==> src/rtl/f1_light_seq.sv <==
// F1 start-light sequencer: fills WIDTH lamps one per enable tick, holds them
// for a fixed or LFSR-derived delay, then blanks them and pulses go.
module f1_light_seq #(
    parameter int          WIDTH = 8,
    parameter int          DLY_W = 7,
    parameter logic [15:0] SEED  = 16'hACE1
) (
    input  logic             clk,
    input  logic             rst,
    input  logic             en,
    input  logic             trigger,
    input  logic             abort,
    input  logic             rnd_mode,
    input  logic [DLY_W-1:0] delay_in,
    output logic [WIDTH-1:0] out,
    output logic             busy,
    output logic             go
);

    localparam int              LIT_W     = $clog2(WIDTH + 1);
    localparam logic [15:0]     LFSR_INIT = (SEED == 16'h0000) ? 16'h0001 : SEED;
    localparam logic [LIT_W-1:0] LIT_LAST = LIT_W'(WIDTH - 1);
    localparam logic [LIT_W-1:0] LIT_FULL = LIT_W'(WIDTH);

    typedef enum logic [1:0] {
        ST_IDLE = 2'd0,
        ST_FILL = 2'd1,
        ST_HOLD = 2'd2,
        ST_GO   = 2'd3
    } state_t;

    state_t           state_r, state_s;
    logic [LIT_W-1:0] lit_r, lit_s;
    logic [DLY_W-1:0] hold_r, hold_s;
    logic [15:0]      lfsr_r;
    logic [WIDTH-1:0] out_s;
    logic             busy_s;
    logic             go_s;

    // x^16+x^14+x^13+x^11+1, shifting toward the LSB; a non-zero state never maps to zero
    function automatic logic [15:0] lfsr_next(input logic [15:0] v);
        lfsr_next = {v[0] ^ v[2] ^ v[3] ^ v[5], v[15:1]};
    endfunction

    function automatic logic [WIDTH-1:0] fill_mask(input logic [LIT_W-1:0] n);
        logic [WIDTH-1:0] m;
        m = '0;
        for (int i = 0; i < WIDTH; i++) begin
            m[i] = (i < int'(n));
        end
        return m;
    endfunction

    // Next-state logic for the sequencer; abort takes priority over en and hold expiry
    always_comb begin
        state_s = state_r;
        lit_s   = lit_r;
        hold_s  = hold_r;
        case (state_r)
            ST_IDLE: begin
                if (trigger) begin
                    state_s = ST_FILL;
                    lit_s   = '0;
                end else begin
                    state_s = ST_IDLE;
                end
            end
            ST_FILL: begin
                if (abort) begin
                    state_s = ST_IDLE;
                    lit_s   = '0;
                end else if (en) begin
                    if (lit_r == LIT_LAST) begin
                        state_s = ST_HOLD;
                        lit_s   = LIT_FULL;
                        hold_s  = rnd_mode ? lfsr_r[DLY_W-1:0] : delay_in;
                    end else begin
                        lit_s = lit_r + LIT_W'(1);
                    end
                end else begin
                    state_s = ST_FILL;
                end
            end
            ST_HOLD: begin
                if (abort) begin
                    state_s = ST_IDLE;
                    lit_s   = '0;
                end else if (hold_r == '0) begin
                    state_s = ST_GO;
                end else begin
                    hold_s = hold_r - DLY_W'(1);
                end
            end
            ST_GO: begin
                state_s = ST_IDLE;
                lit_s   = '0;
            end
            default: begin
                state_s = ST_IDLE;
                lit_s   = '0;
                hold_s  = '0;
            end
        endcase
    end

    // Output decode of the upcoming state so the registered outputs track state exactly
    always_comb begin
        out_s  = '0;
        busy_s = (state_s != ST_IDLE);
        go_s   = 1'b0;
        case (state_s)
            ST_IDLE: out_s = '0;
            ST_FILL: out_s = fill_mask(lit_s);
            ST_HOLD: out_s = '1;
            ST_GO:   go_s  = 1'b1;
            default: out_s = '0;
        endcase
    end

    // State, counters, LFSR and output registers with synchronous reset
    always_ff @(posedge clk) begin
        if (rst) begin
            state_r <= ST_IDLE;
            lit_r   <= '0;
            hold_r  <= '0;
            lfsr_r  <= LFSR_INIT;
            out     <= '0;
            busy    <= 1'b0;
            go      <= 1'b0;
        end else begin
            state_r <= state_s;
            lit_r   <= lit_s;
            hold_r  <= hold_s;
            lfsr_r  <= lfsr_next(lfsr_r);
            out     <= out_s;
            busy    <= busy_s;
            go      <= go_s;
        end
    end

endmodule
==> config.mk <==
export PLATFORM = sky130hd
export DESIGN_NAME = f1_light_seq
export DESIGN_NICKNAME = d
export VERILOG_FILES = /design/src/rtl/f1_light_seq.sv
export SDC_FILE = /design/constraint.sdc
export NUM_CORES = 1
export LEC_CHECK = 0
export CORE_MARGIN = 1
export CORE_UTILIZATION = 50
export DETAILED_ROUTE_END_ITERATION = 10
export HOLD_SLACK_MARGIN = 0.12
export PLACE_DENSITY_LB_ADDON = 0.25
export SYNTH_ARGS = -nofsm -noshare
export SYNTH_HDL_FRONTEND = slang
export SYNTH_SLANG_ARGS = --single-unit
==> constraint.sdc <==
create_clock -name clk -period 4.4 [get_ports clk]
set_clock_uncertainty 0.2 [all_clocks]
set_input_delay 0.88 -clock clk [delete_from_list [all_inputs] [get_ports clk]]
set_output_delay 0.88 -clock clk [all_outputs]
set_load 0.01 [all_outputs]
# After elaboration in Yosys (flattened, before gate mapping)
# Cells that the tools add are included.
# totals
regBits	39
latchBits	0
ram_bits	0
rom_bits	0
input_bits	13
out_inout_bits	10
wordCells	59
memories	0
# classes
n_addsub	2
multipliers	0
div_mod_pow	0
magnitude_cmp	8
eq_ne	12
shift	0
muxes	22
n_bitwise	3
reduce_logical	5
# op_table
op	n
$mux W7	6
$mux W4	5
$lt A3 B4 Y1 const A	4
$pmux W4 S4	1
$pmux W8 S2	1
$pmux W7 S2	1
$mux W2	5
$ne A2 B2 Y1 const B	5
$eq A2 B2 Y1 const B	4
$lt A1 B4 Y1 const A	2
$lt A2 B4 Y1 const A	2
$pmux W2 S4	1
$logic_not A7 Y1	1
$sub A7 B1 Y7 const B	1
$reduce_and A6 Y1	1
$add A4 B1 Y4 const B	1
$eq A2 B1 Y1 const B	2
$eq A4 B3 Y1 const B	1
$reduce_bool A2 Y1	2
$xor A1 B1 Y1	3
$logic_not A2 Y1	1
$mux W1	2

# Depth between registers and ports, before layout
# Gate-level depths: netlist of the first run.
# logic_depth
depth_word	7
depth_mapped	12
mapped_depth_nobuf	12

# Least setup slack after synthesis of the first run
# Ideal clock, no wire load.
# synth_timing
path_type	input-to-reg
startpoint	input port en
endpoint	register out[2]
setup_ns	0.114
arrival_ns	2.662
path_slack_ns	1.424
stages	10
n_path_buf	1
cell_sequence	buf_4 and4b_1 and2_1 o21ai_0 inv_1 ha_1 o21ai_0 a21o_1 inv_2 a21o_1
# synth_between
elab_chain_len	5
elab_cells_between_ends	10
# synth_lines
element	line_no	rtl
from (decl)	10	input logic en,
$mux W2 *	72	end else if (en) begin
$mux W2 *	69	if (abort) begin
$pmux W2 S4 *	59	case (state_r)
via state_s[1]	32	state_t state_r, state_s;
$eq A2 B2 Y1 or $eq A2 B1 Y1 (tied branches)	111	case (state_s)
$pmux W8 S2 *	111	
to (signal assigned)	135	out <= out_s;
to (decl)	15	output logic [WIDTH-1:0] out,
# The timed path passes the listed nets; every way through them passes the cells marked *.
# A chain may end at the register's enable or synchronous reset.

# Worst setup path in the final report of the first run
# Same ends and word-level chain as after synthesis.

==> results of run 1 <==
[state kept, by name, summed over array words and instances, names as in the netlist]
| register | count |
|---|---|
| hold_r | 7 |
| busy | 1 |
| out | 8 |
| go | 1 |
| lfsr_r | 16 |
| lit_r | 4 |
| state_r | 2 |
[cell families after synthesis]
kind of cell | after synthesis
flops | 39
mux | 7
simple gates | 69
xor+xnor | 3
buf+inv | 17
compound gates | 50
fa+ha+maj | 7
[power groups by stage]
stage               Clock [mW]  Sequential, mW  Combinational [mW]
floorplan                    0           0.376              0.0324
global placement             0           0.377              0.0507
detailed placement           0           0.378              0.0520
CTS                      0.182           0.370              0.0524
global route             0.195           0.371              0.0575
finish                   0.176           0.370              0.0519
[placed cells by master, fill, tap and decap left out, types with 2 or more instances in the layout]
| master | netlist | layout |
|---|---|---|
| clkdlybuf4s50_1 | 0 | 22 |
| nand3_1 | 3 | 3 |
| o2bb2ai_1 | 2 | 2 |
| o21ai_1 | 6 | 6 |
| or2_1 | 2 | 2 |
| nor2b_1 | 15 | 15 |
| nand3b_1 | 2 | 2 |
| o21ai_0 | 6 | 6 |
| nor2_1 | 14 | 14 |
| nor3_1 | 3 | 3 |
| nand2_1 | 9 | 9 |
| ha_1 | 7 | 7 |
| nand2b_1 | 6 | 6 |
| a21o_1 | 2 | 2 |
| xor2_1 | 2 | 2 |
| or2_2 | 8 | 8 |
| a21oi_1 | 19 | 19 |
| clkbuf_4 | 0 | 5 |
| mux2i_1 | 7 | 7 |
| dfxtp_1 | 39 | 39 |
| inv_1 | 8 | 8 |
[stage by stage]
step | power [mW] | area (um^2) | util | hold WS [ns]
6_report | 0.598 | 2070 | 0.615 | 0.221
2_1_floorplan | 0.409 | 1770 | - | 0.189
5_1_grt | 0.624 | 2070 | 0.615 | 0.234
3_3_place_gp | 0.428 | 2010 | 0.599 | 0.194
3_5_place_dp | 0.430 | 2010 | 0.599 | 0.196
4_1_cts | 0.605 | 2070 | 0.615 | 0.223
[critical path, stage by stage]
cell and delay [ns]:
clkdlybuf4s50_1 0.55, and4b_1 0.31, and2_1 0.16, o21ai_0 0.38, inv_1 0.12, ha_1 0.24
o21ai_0 0.40, a21o_1 0.18, inv_2 0.04, a21o_1 0.14
[how the worst max path moves through the flow]
stage	slack, ns	to	cells past startpoint	from
after global placement	0.83	out[2]	10	en
after global routing	0.79	out[2]	10	en
after detailed placement	0.68	out[2]	10	en
after CTS	1.06	out[2]	10	en
after floorplan	1.42	out[2]	10	en
final	1.04	out[2]	10	en
[Yosys cell counts (2+ instances only)]
cell / count / area [um^2]
dfxtp_1: 39 / 781
a21oi_1: 19 / 95.1
nor2b_1: 15 / 93.8
nor2_1: 14 / 52.6
nand2_1: 9 / 33.8
inv_1: 8 / 30.0
or2_2: 8 / 50.1
ha_1: 7 / 87.6
mux2i_1: 7 / 70.1
nand2b_1: 6 / 37.5
o21ai_0: 6 / 30.0
o21ai_1: 6 / 30.0
clkbuf_1: 3 / 11.3
nand3_1: 3 / 15.0
nor3_1: 3 / 15.0
a21o_1: 2 / 15.0
buf_2: 2 / 10.0
nand3b_1: 2 / 15.0
o2bb2ai_1: 2 / 17.5
or2_1: 2 / 12.5
xor2_1: 2 / 17.5
[layer usage]
layer / share of wire / track usage / vias up
met5: 0 / 0 / -
met4: 0.021 / 0.0825 / 0
met3: 0.037 / 0.0672 / 9
met2: 0.48 / 0.324 / 29
met1: 0.46 / 0.240 / 626
li1: - / - / 703
[final cells by class]
class | instances | area (um^2)
fillers | 330 | 1300
multi-input cells | 136 | 913
flip-flops and latches | 39 | 781
repair buffers | 23 | 228
well taps | 46 | 57.6
clock buffers | 6 | 41.3
inverters | 9 | 33.8
clock inverters | 2 | 12.5
==> results.json, run 1 <==
{
  "status": "finished clean",
  "clockBufferDepth": 2,
  "clkPwrFrac": 0.295,
  "fin_setup_tns_ns": 0,
  "cts_made_buffers": 5,
  "placeableCoreArea_mm2": 0.00336,
  "p_switching_mw": 0.144,
  "seqPwrFrac": 0.619,
  "finalSetupViolCount": 0,
  "drive_gt1_frac": 0.126,
  "synthFlopType": "dfxtp_1",
  "finalNonFillerCells": 261,
  "power_density_mw_per_mm2": 289,
  "hold_viol": 0,
  "dr_total_vias": 1367,
  "die_x_um": 61.5,
  "holdBufCountCts": 0,
  "cts.sinks": 39,
  "p_int_mw": 0.454,
  "seq_area_frac_synth": 0.440,
  "worstPathRequired_ns": 4.44,
  "wirelength_um": 3390,
  "worstPathMaxFanout": 9,
  "synth_edf_count": 0,
  "clockRootBuffer": "clkbuf_4",
  "hold_depth": 1,
  "max-slew-margin-rel": 0.563,
  "period_share": 0.763,
  "ant_nets": 0,
  "grt_pass1_wl_um": 5420,
  "synth-compound-area-share": 0.192,
  "syn_inst": 192,
  "yosys_warnings": 0,
  "routedWlPerCell_um": 13.0,
  "io_pins": 23,
  "drc": 0,
  "r2r_cells": 10,
  "synthArstFlopShare": 0,
  "synthSimpleGateAreaFrac": 0.219,
  "pre_cts_ws_ns": 0.675,
  "rsz0062_at_grt": "no",
  "routabilityCongestion": 0.787,
  "std_cell_rows": 21,
  "slew_viol_final": 0,
  "synthAdderAreaFrac": 0.0494,
  "r2r-end": "out[2]",
  "die-area_mm2": 0.00379,
  "startpoint_type": "input pin",
  "tightestPinTransition_ns": 0.654,
  "power_frac_comb": 0.087,
  "holdCritStartpoint": "lfsr_r[14]",
  "antennaDiodeCount": 0,
  "setup_ws_ns": 1.04,
  "ctsHtreeMaxLevel": 2,
  "synth_top_family_by_area": "simple AND/OR/NAND/NOR gates",
  "layout_min_cycle_time_ns": 3.36,
  "rrSetupSlack_ns": 1.54,
  "rr_startpoint": "lit_r[0]",
  "critPathKind": "input pin to flip-flop",
  "ir_worst_vdd_uv": 218,
  "end_kind": "flip-flop",
  "syn_area_mm2": 0.00177,
  "cp.arrival_ns": 3.40,
  "synth_seq_cells": 39,
  "grt_pass1_vias": 1242,
  "final_nets": 234,
  "synth_fp_nets": 212,
  "initial_core_util": 0.527,
  "die_y_um": 61.5,
  "placed_cells": 253,
  "hp-class": "flip-flop to flip-flop",
  "grt_overflow": 0,
  "clk_pin_slew_worst_paths_ns": 0.11,
  "cts_tree": "yes",
  "synthMuxAreaShare": 0.0395,
  "swShare": 0.241,
  "maxCapViolations": 0,
  "cts_setup_buffers": 0,
  "grt_usage": 0.199,
  "grt_max_degree": 33,
  "min_to": "lfsr_r[13]",
  "syn_to_final_growth_pct": 16.6,
  "synth.distinct_cells": 48,
  "dp_hpwl_um": 2450,
  "fmax_ghz": 0.298,
  "avgSynthCellArea_um2": 9.23,
  "antenna_found_initial": 0,
  "io_buffer_count": 22,
  "first_iter_violations": 51,
  "clock_latency_ns": 0.34,
  "drt_first_pass_iters": 4,
  "synthXorXnorAreaFrac": 0.0148,
  "viasPerCell": 5.24,
  "ctsResizeCount": 0,
  "p_leak_nw": 0.775
}
Note: power is estimated with default switching activity, not from simulation.
==> run 2: changes to the inputs <==
CORE_UTILIZATION = 49   (was 50)
clock period = 2.7 ns   (was 4.4 ns; I/O delays follow)
==> results.json, run 2 (same netlist as run 1, synthesis figures left out) <==
{
  "clockRootBuffer": "clkbuf_4",
  "die_y_um": 62.2,
  "maxCapViolations": 0,
  "io_pins": 23,
  "dp_hpwl_um": 2770,
  "drt_first_pass_iters": 4,
  "hp-class": "flip-flop to flip-flop",
  "rr_startpoint": "hold_r[3]",
  "power_frac_comb": 0.101,
  "grtUsageMet3": 0.0570,
  "r2r_cells": 10,
  "final_nets": 250,
  "clk_pin_slew_worst_paths_ns": 0.10,
  "grt_max_degree": 32,
  "startpoint": "en",
  "routabilityCongestion": 0.780,
  "grt_pass1_vias": 1436,
  "clockBufferDepth": 2,
  "top_usage_layer": "met2",
  "ir_worst_vdd_uv": 328,
  "largest_reg_flops": 16,
  "met2_usage": 0.371,
  "path_depth": 12,
  "worstPathRequired_ns": 2.74,
  "die_x_um": 62.2,
  "layout_common_cells": "dfxtp_1, clkdlybuf4s50_1, a21oi_1, buf_4, nor2b_1",
  "startpoint_type": "input pin",
  "syn_to_final_growth_pct": 24.6,
  "clock_latency_ns": 0.35,
  "final_common_cell": "dfxtp_1",
  "worstPathMaxFanout": 3,
  "cts_made_buffers": 5,
  "finalSetupViolCount": 0,
  "cpLargestDelayFamily": "compound AO/OA/AOI/OAI gates",
  "max_stage_delay_ns": 0.42,
  "cts_tree": "yes",
  "fill_cells": 264,
  "grt_overflow": 0,
  "power_density_mw_per_mm2": 454,
  "p_switching_mw": 0.232,
  "top_register": "lfsr_r",
  "first_iter_violations": 81,
  "multi_input_area_um2": 931,
  "r2r-end": "out[2]",
  "slew_viol_final": 0,
  "holdWs_ns": 0.219,
  "routedWlPerCell_um": 13.5,
  "dr_total_vias": 1468,
  "layout_min_cycle_time_ns": 2.60,
  "drc": 0,
  "met1_usage": 0.252,
  "ctsHtreeMaxLevel": 2,
  "hold_viol": 0,
  "final_area_mm2": 0.00221,
  "wirelength_um": 3740,
  "end_kind": "flip-flop",
  "io_buffer_count": 22,
  "ant_nets": 0,
  "endpoint": "out[2]",
  "drive_gt1_frac": 0.204,
  "crit_buf_inv": 4,
  "fmax_ghz": 0.384,
  "reg_top3": "lfsr_r x16, out x8, hold_r x7",
  "crit_path_top_delay_cell": "clkdlybuf4s50_1",
  "initial_core_util": 0.523,
  "placeableCoreArea_mm2": 0.00339,
  "std_cell_rows": 21,
  "swShare": 0.232,
  "period_share": 0.964,
  "grt_usage": 0.214,
  "seqPwrFrac": 0.601,
  "tightestPinTransition_ns": 0.455,
  "status": "finished clean",
  "seq_area_um2": 782,
  "max-slew-margin-rel": 0.694,
  "p_leak_nw": 0.861,
  "placed_cell_area_mm2": 0.00213,
  "antenna_found_initial": 0,
  "clkPwrFrac": 0.299,
  "viasPerCell": 5.32,
  "crit_path_cell_trace": "clkdlybuf4s50_1, and4b_1, nor2_1, mux2i_1, o32a_1, buf_4, buf_4, ha_1, a221oi_2, a21o_1, inv_2, a21o_1",
  "rrSetupSlack_ns": 0.11,
  "antennaDiodeCount": 0,
  "die-area_mm2": 0.00386,
  "cts.sinks": 39,
  "cp.arrival_ns": 2.65,
  "critPathKind": "input pin to flip-flop",
  "p_int_mw": 0.770,
  "grt_pass1_wl_um": 6450,
  "holdBufCountCts": 0
}
## run 2: power groups by stage
stage | registers (mW) | logic, mW | clock network, mW
CTS | 0.602 | 0.0970 | 0.310
global placement | 0.615 | 0.0928 | 0
floorplan | 0.613 | 0.0528 | 0
finish | 0.602 | 0.101 | 0.299
global route | 0.604 | 0.110 | 0.333
detailed placement | 0.615 | 0.0958 | 0
## run 2: area by class of cell
cell class / count / share of cell area
clock buffer: 6 / 0.0232
clock inverter: 1 / 0.00227
inverter: 9 / 0.0153
multi-input combinational: 136 / 0.422
sequential: 39 / 0.354
tap: 46 / 0.0261
timing repair buffer: 39 / 0.158
## run 2: how the worst min path moves through the flow
stage	end	cells after the start	startpoint	slack, ns
finish	lfsr_r[6]	1	lfsr_r[7]	0.22
floorplan	lfsr_r[10]	1	lfsr_r[11]	0.19
global placement	lfsr_r[7]	1	lfsr_r[8]	0.20
CTS	lfsr_r[7]	1	lfsr_r[8]	0.23
global route	lfsr_r[6]	1	lfsr_r[7]	0.23
detailed placement	lfsr_r[6]	1	lfsr_r[7]	0.20
## run 2: timing repair
item                                    CTS  global route
buffers inserted                          0             1
resized for setup                         0             7
endpoints found under the setup margin    0             8
## run 2: stage by stage
step / TNS (ns) / util / power [mW] / cells / setup slack [ns]
2_1_floorplan: 0 / - / 0.666 / 192 / 0.0636
3_3_place_gp: -1.28 / 0.627 / 0.707 / 268 / -0.234
3_5_place_dp: -2.03 / 0.627 / 0.711 / 268 / -0.330
4_1_cts: 0 / 0.644 / 1.01 / 275 / 0.0216
5_1_grt: -0.0283 / 0.652 / 1.05 / 276 / -0.0186
6_report: 0 / 0.652 / 1.00 / 276 / 0.0962
## run 2: metal layers
metal | up-vias | wire [um] | share of wire
met5 | - | 0 | 0
met4 | 0 | 55 | 0.015
met3 | 5 | 161 | 0.043
met2 | 35 | 1850 | 0.49
met1 | 692 | 1670 | 0.45
li1 | 736 | - | -
## run 2: worst reg2reg max path, stage by stage, from the launching register on
cell and delay (ns):
dfxtp_1 0.40, nor4_4 0.32, nand3_1 0.12, o32a_1 0.38, buf_4 0.15, buf_4 0.13
ha_1 0.21, a221oi_2 0.22, a21o_1 0.19, inv_2 0.04, a21o_1 0.14
